**src/rtl/code_event_queue_pkg.sv**
```systemverilog
// Shared types for the code event queue: encoder code width and code count.
// Latency: n/a (types and constants only).
// Backpressure: n/a.
package code_event_pkg;
  localparam int CODE_W    = 2;
  localparam int NUM_CODES = 4;

  typedef logic [CODE_W-1:0] code_t;
endpackage

```
**src/rtl/code_event_queue_if.sv**
```systemverilog
// Bundle of encoder input, event output handshake and status for code_event_queue.
// Latency: n/a (wiring only).
// Backpressure: i_evt_ready from the consumer; o_evt_valid never depends on it.
// Ports: i_code/i_valid (encoder), o_evt_code/o_evt_valid/i_evt_ready (event port),
//        o_hit_count (packed per-code counters, code 0 in the low slice), o_full, o_overflow.
interface code_event_queue_if
  import code_event_pkg::*;
#(
  parameter int CNT_W = 8
) ();
  code_t                      i_code;
  logic                       i_valid;
  code_t                      o_evt_code;
  logic                       o_evt_valid;
  logic                       i_evt_ready;
  logic [NUM_CODES*CNT_W-1:0] o_hit_count;
  logic                       o_full;
  logic                       o_overflow;

  // master drives the encoder side and the consumer ready; slave is the queue
  modport master (
    output i_code, i_valid, i_evt_ready,
    input  o_evt_code, o_evt_valid, o_hit_count, o_full, o_overflow
  );

  modport slave (
    input  i_code, i_valid, i_evt_ready,
    output o_evt_code, o_evt_valid, o_hit_count, o_full, o_overflow
  );
endinterface

```
**src/rtl/code_event_queue_fifo.sv**
```systemverilog
// Generic synchronous show-ahead FIFO with extra-MSB pointers.
// Latency: a push is visible at o_data one edge later; no push-to-pop bypass.
// Backpressure: push while full succeeds only with a same-cycle pop; pop while empty is ignored.
// Ports: i_clk, i_rst (sync, active high), i_push/i_data, i_pop, o_data (head), o_empty, o_full.
module sync_fifo #(
  parameter int WIDTH = 2,
  parameter int DEPTH = 4
) (
  input  logic             i_clk,
  input  logic             i_rst,
  input  logic             i_push,
  input  logic [WIDTH-1:0] i_data,
  input  logic             i_pop,
  output logic [WIDTH-1:0] o_data,
  output logic             o_empty,
  output logic             o_full
);
  localparam int AW = $clog2(DEPTH);
  localparam int PW = AW + 1;

  logic [PW-1:0]    wr_ptr;
  logic [PW-1:0]    rd_ptr;
  logic [WIDTH-1:0] mem [DEPTH];
  logic             do_push;
  logic             do_pop;

  // Pointers carry one extra wrap bit so full and empty are distinguishable.
  assign o_empty = (wr_ptr == rd_ptr);
  assign o_full  = (wr_ptr[AW] != rd_ptr[AW]) && (wr_ptr[AW-1:0] == rd_ptr[AW-1:0]);

  assign do_pop  = i_pop && !o_empty;
  // When full, a concurrent pop frees the slot the write lands in.
  assign do_push = i_push && (!o_full || do_pop);

  // Head reads as zero while empty so the output is defined out of reset.
  assign o_data = o_empty ? '0 : mem[rd_ptr[AW-1:0]];

  always_ff @(posedge i_clk) begin
    if (do_push) begin
      mem[wr_ptr[AW-1:0]] <= i_data;
    end
  end

  always_ff @(posedge i_clk) begin
    if (i_rst) begin
      wr_ptr <= '0;
      rd_ptr <= '0;
    end else begin
      if (do_push) begin
        wr_ptr <= wr_ptr + PW'(1);
      end
      if (do_pop) begin
        rd_ptr <= rd_ptr + PW'(1);
      end
    end
  end
endmodule

```
**src/rtl/code_event_queue.sv**
```systemverilog
// Detects encoder code events (valid rise or code change while valid), queues them, counts hits.
// Latency: event sampled at edge N is at the queue head in cycle N+1 when the queue was empty.
// Backpressure: i_evt_ready pops the head; events arriving while full with no pop are dropped
//               and set the sticky overflow flag (counters still count them).
// Ports: i_clk, i_rst (sync, active high), bus (code_event_queue_if.slave).
module code_event_queue
  import code_event_pkg::*;
#(
  parameter int DEPTH = 4,
  parameter int CNT_W = 8
) (
  input logic               i_clk,
  input logic               i_rst,
  code_event_queue_if.slave bus
);
  code_t                      prev_code;
  logic                       prev_valid;
  logic                       evt;
  logic                       pop;
  logic                       fifo_empty;
  logic                       fifo_full;
  code_t                      fifo_data;
  logic                       overflow;
  logic [CNT_W-1:0]           hit_cnt [NUM_CODES];
  logic [NUM_CODES*CNT_W-1:0] hit_flat;

  // The code is only meaningful while valid, so a change is judged against
  // the previous sample only when that sample was also valid.
  assign evt = bus.i_valid && (!prev_valid || (bus.i_code != prev_code));
  assign pop = !fifo_empty && bus.i_evt_ready;

  sync_fifo #(
    .WIDTH (CODE_W),
    .DEPTH (DEPTH)
  ) u_fifo (
    .i_clk   (i_clk),
    .i_rst   (i_rst),
    .i_push  (evt),
    .i_data  (bus.i_code),
    .i_pop   (pop),
    .o_data  (fifo_data),
    .o_empty (fifo_empty),
    .o_full  (fifo_full)
  );

  always_ff @(posedge i_clk) begin
    if (i_rst) begin
      prev_code  <= '0;
      prev_valid <= 1'b0;
      overflow   <= 1'b0;
      for (int k = 0; k < NUM_CODES; k++) begin
        hit_cnt[k] <= '0;
      end
    end else begin
      prev_code  <= bus.i_code;
      prev_valid <= bus.i_valid;
      if (evt && fifo_full && !pop) begin
        overflow <= 1'b1;
      end
      if (evt && (hit_cnt[bus.i_code] != '1)) begin
        hit_cnt[bus.i_code] <= hit_cnt[bus.i_code] + CNT_W'(1);
      end
    end
  end

  always_comb begin
    hit_flat = '0;
    for (int k = 0; k < NUM_CODES; k++) begin
      hit_flat[k*CNT_W +: CNT_W] = hit_cnt[k];
    end
  end

  assign bus.o_evt_code  = fifo_data;
  assign bus.o_evt_valid = !fifo_empty;
  assign bus.o_full      = fifo_full;
  assign bus.o_overflow  = overflow;
  assign bus.o_hit_count = hit_flat;
endmodule

```
**src/flat_wrapper.sv**
```systemverilog
// flat-port wrapper written by rule: the top's interface ports become plain ports
module code_event_queue_flat import code_event_pkg::*;
#(
  parameter int DEPTH = 4,
  parameter int CNT_W = 8
)
  (i_clk, i_rst, bus_i_code, bus_i_valid, bus_i_evt_ready, bus_o_evt_code, bus_o_evt_valid, bus_o_hit_count, bus_o_full, bus_o_overflow);
  code_event_queue_if #(.CNT_W(CNT_W)) bus_i ();
  input logic i_clk;
  input logic i_rst;
  input wire logic [$bits(bus_i.i_code)-1:0] bus_i_code;
  input wire logic [$bits(bus_i.i_valid)-1:0] bus_i_valid;
  input wire logic [$bits(bus_i.i_evt_ready)-1:0] bus_i_evt_ready;
  output wire logic [$bits(bus_i.o_evt_code)-1:0] bus_o_evt_code;
  output wire logic [$bits(bus_i.o_evt_valid)-1:0] bus_o_evt_valid;
  output wire logic [$bits(bus_i.o_hit_count)-1:0] bus_o_hit_count;
  output wire logic [$bits(bus_i.o_full)-1:0] bus_o_full;
  output wire logic [$bits(bus_i.o_overflow)-1:0] bus_o_overflow;
  assign bus_i.i_code = bus_i_code;
  assign bus_i.i_valid = bus_i_valid;
  assign bus_i.i_evt_ready = bus_i_evt_ready;
  assign bus_o_evt_code = bus_i.o_evt_code;
  assign bus_o_evt_valid = bus_i.o_evt_valid;
  assign bus_o_hit_count = bus_i.o_hit_count;
  assign bus_o_full = bus_i.o_full;
  assign bus_o_overflow = bus_i.o_overflow;
  code_event_queue #(.DEPTH(DEPTH), .CNT_W(CNT_W)) u_core (.i_clk(i_clk), .i_rst(i_rst), .bus(bus_i));
endmodule
```
**config.mk**
```make
export PLATFORM = sky130hd
export DESIGN_NAME = code_event_queue_flat
export DESIGN_NICKNAME = d
export VERILOG_FILES = /design/src/rtl/code_event_queue_pkg.sv /design/src/rtl/code_event_queue_if.sv /design/src/rtl/code_event_queue_fifo.sv /design/src/rtl/code_event_queue.sv /design/src/flat_wrapper.sv
export SDC_FILE = /design/constraint.sdc
export NUM_CORES = 1
export LEC_CHECK = 0
export CORE_ASPECT_RATIO = 1.4
export CORE_MARGIN = 2
export CORE_UTILIZATION = 52
export CTS_CLUSTER_SIZE = 24
export DETAILED_ROUTE_END_ITERATION = 16
export PLACE_DENSITY = 0.82
export SYNTH_ARGS = -nofsm -noshare
export SYNTH_HDL_FRONTEND = slang
export SYNTH_SLANG_ARGS = --single-unit
```
**constraint.sdc**
```tcl
create_clock -name i_clk -period 3.95 [get_ports i_clk]
set_input_delay 0.79 -clock i_clk [delete_from_list [all_inputs] [get_ports i_clk]]
set_output_delay 0.79 -clock i_clk [all_outputs]
set_load 0.05 [all_outputs]
```
==> flow_metrics.py <==
metrics = {
    "power_and_ir_drop": {
        "p_leak_nw": 1.15,
        "power_density_nw_per_um2": 420,
        "peakVddDrop_mv": 0.319,
    },
    "floorplan": {
        "die_outline_height_um": 85.3,
        "ios": 43,
        "die_w_um": 62.1,
        "rows": 29,
        "core_area_um2": 4540,
        "initial_util_pct": 54.2,
        "dieArea_um2": 5300,
    },
    "critical_path": {
        "worst-path-stages": 7,
        "critical_path.top_delay_family": "buffers and inverters",
        "timing.critical_path.buf_inv": 2,
        "crit_type": "in2reg",
        "largest_incremental_delay_on_the_critical_path_ns": 0.89,
        "path_cells": "clkdlybuf4s50_1, mux4_2, ha_1, nand3_1, o211ai_2, o31ai_1, buf_4",
        "crit_path_end_kind": "flop",
        "worstPathArrival_ns": 3.30,
        "worst_r2r_path_depth": 6,
        "start_kind": "input port",
        "timing.critical_path.required_ns": 3.97,
        "worst-path-max-fanout": 16,
        "worst_path_max_delay_cell": "clkdlybuf4s50_1",
    },
    "yosys": {
        "postSynthAreaPerCell_um2": 13.4,
        "area_of_the_mapped_netlist_um2": 2460,
        "post_synth_num_cell_types": 38,
        "ys_warn_count": 0,
        "synth_seq_cells": 52,
        "synth_nets": 196,
        "synth.yosys.seq_area_share_pct": 58.7,
        "post_synth_inst_count": 184,
    },
    "final_layout": {
        "post-route-util_pct": 69.7,
        "drive_above_1_share_pct": 14.5,
        "area.growth.synth_to_final_pct": 28.6,
        "fin_nets": 253,
        "antenna_cells": 0,
        "final.fill_count": 326,
    },
    "sta": {
        "hold_violation_total_from_the_final_report": 0,
        "rel_slew_slack_pct": 47.7,
        "worst_clock_skew_ns": 0.00573,
        "fmax_ghz": 0.305,
        "finalMaxSlewViolations": 0,
        "layout_worst_path_cycle_share_pct": 83.1,
        "final_period_minus_worst_setup_slack_ns": 3.28,
        "rsz_0062_raised_after_global_routing": "no",
        "setup_viol": 0,
        "setup-tns-final_ns": 0,
        "layout_setup_ws_ns": 0.668,
        "max_slew.worst_pin.slew_ns": 0.777,
    },
    "global_route": {
        "globalRouteTotalUtil_pct": 21.1,
        "grt_pass1_vias": 1806,
        "grt_first_pass_wirelength_um": 8600,
        "gr-total-overflow": 0,
        "grt_antenna_before_repair": 0,
        "grt_start_max_net_pins": 27,
    },
    "drt": {
        "wl_per_cell_um": 17.8,
        "ant_nets_after_route": 0,
        "dr.first_iter.drc_count": 57,
        "drc": 0,
        "via_count": 1766,
        "firstDrtPassIters": 4,
        "wl_met3_um": 196,
        "met1_length_um": 2070,
        "route.top_layer_used": "met4",
        "route.detailed.vias_per_inst": 5.81,
        "met2RoutedLength_um": 3030,
        "wirelength_um": 5400,
    },
    "placed_design": {
        "finalWeightedCongestion": 0.761,
        "port-buffer-count": 42,
        "dp_worst_setup_slack_ns": 0.419,
        "dp_hpwl_um": 3880,
    },
    "cts": {
        "cts-htree-levels": 2,
        "tritoncts": "yes",
        "hold_buffers": 0,
        "post_cts_resized": 0,
        "setup_bufs_post_cts": 0,
        "worst_skew_pair.late_latency_ns": 0.30,
        "path_clk_slew_ns": 0.09,
        "clock_sinks": 52,
        "numCtsBuffers": 5,
        "root_buffer": "clkbuf_8",
        "max-clock-path-buffers": 2,
    },
    "flow_run": {
        "maxCapViolations": 0,
    },
    "min_path": {
        "holdCritPathClass": "reg2reg",
        "hold-path-cell-count": 2,
    },
    "outcome": {
        "status": "complete, no violations",
    },
}
## routing by layer
layer,global-route usage (%),up-vias
met5,0,-
met3,4.11,10
met1,22.6,885
li1,-,827
met2,40.6,44
met4,7.88,0
## power breakdown
part | switching [mW] | total (mW) | leakage (nW) | internal, mW
Clock | 0.171 | 0.358 | 0.0541 | 0.187
Sequential | 0.0218 | 0.646 | 0.505 | 0.624
Combinational | 0.209 | 0.323 | 0.587 | 0.114
Total | 0.402 | 1.33 | 1.15 | 0.925
## worst register-to-register path: stages (launching register included)
cell and delay, ns:
edfxtp_1 0.44, mux4_2 0.52, ha_1 0.28, nand3_1 0.14, o211ai_2 0.13, o31ai_1 0.37
buf_4 0.25
## synthesized netlist by cell type
master | count | share of area, %
a31oi_1 | 1 | 0.25
nor2_1 | 16 | 2.4
nand3_1 | 6 | 1.2
or3_1 | 2 | 0.51
a21oi_1 | 10 | 2.0
xnor2_1 | 4 | 1.4
mux4_2 | 5 | 4.6
nand2_1 | 3 | 0.46
or3b_2 | 1 | 0.36
buf_6 | 1 | 0.46
a311oi_1 | 1 | 0.36
o21ai_1 | 1 | 0.20
o311ai_0 | 1 | 0.36
nor3_1 | 8 | 1.6
nand4_4 | 1 | 0.87
nor4_1 | 6 | 1.5
edfxtp_1 | 40 | 49
a2111oi_0 | 2 | 0.71
inv_1 | 9 | 1.4
nand2b_1 | 1 | 0.25
and3_1 | 3 | 0.76
ha_1 | 6 | 3.1
nor2b_1 | 4 | 1.0
buf_1 | 1 | 0.15
dfxtp_1 | 12 | 9.8
a211oi_1 | 3 | 0.92
xor2_1 | 7 | 2.5
a31o_2 | 1 | 0.36
o31ai_1 | 4 | 1.2
mux2i_1 | 1 | 0.41
a2111oi_2 | 1 | 0.61
or4_1 | 2 | 0.61
buf_2 | 1 | 0.20
o21ai_0 | 7 | 1.4
mux4_1 | 5 | 5.3
or4_4 | 1 | 0.46
clkbuf_1 | 5 | 0.76
o211ai_2 | 1 | 0.51
## worst paths after layout
check                                                   startpoint                                  to  slack [ns]
worst max-delay path                                 bus_i_code[1]  u_core.hit_cnt[0][3]$_SDFFCE_PN0P_        0.67
worst min register to register  u_core.bus.o_overflow$_SDFFE_PP0P_  u_core.bus.o_overflow$_SDFFE_PP0P_        0.50
worst min-delay path            u_core.bus.o_overflow$_SDFFE_PP0P_  u_core.bus.o_overflow$_SDFFE_PP0P_        0.50
worst max register to register  u_core.hit_cnt[2][1]$_SDFFCE_PN0P_  u_core.hit_cnt[0][3]$_SDFFCE_PN0P_        1.55
## metrics by stage
| step | total power [mW] | hold WS [ns] | instance area, µm² | std cells |
|---|---|---|---|---|
| after floorplan | 0.872 | 0.488 | 2460 | 184 |
| after global routing | 1.38 | 0.549 | 3160 | 304 |
| final | 1.33 | 0.499 | 3160 | 304 |
| after CTS | 1.33 | 0.502 | 3160 | 304 |
| after global placement | 0.974 | 0.454 | 3050 | 296 |
| after detailed placement | 0.982 | 0.477 | 3050 | 296 |
## sequential cells by signal, indices dropped and copies added, names as in the netlist, named ones only
signal and cells:
u_core.hit_cnt 32, u_core.prev_code 2, u_core.u_fifo.rd_ptr 3, u_core.bus.o_overflow 1, u_core.u_fifo.wr_ptr 3, u_core.u_fifo.mem 8, u_core.prev_valid 1
## area by class of cell
cell class                 count  area [µm²]  area share [%]
clock buffer                   5        68.8            2.18
inverter                       9        33.8            1.07
timing repair buffer          58         553            17.5
sequential                    52        1440            45.6
tap                           62        77.6            2.45
multi-input combinational    115         943            29.8
clock inverter                 3        42.5            1.35
## placed cells by master (no fill, tap or decap), types with 6 or more instances in the layout
master,n
nor3_1,8
buf_4,15
inv_1,9
xor2_1,7
a21oi_1,10
ha_1,6
edfxtp_1,40
nor2_1,16
clkdlybuf4s50_1,42
o21ai_0,7
dfxtp_1,12
nand3_1,6
nor4_1,6
## kinds of logic after synthesis
kind of cell    synth area share, %
compound gates                 8.96
xor+xnor                       3.92
fa+ha+maj                      3.05
buf+inv                        2.95
flops                          58.7
mux                            10.3
simple gates                   12.1
Power figures use the tool's default switching activity.
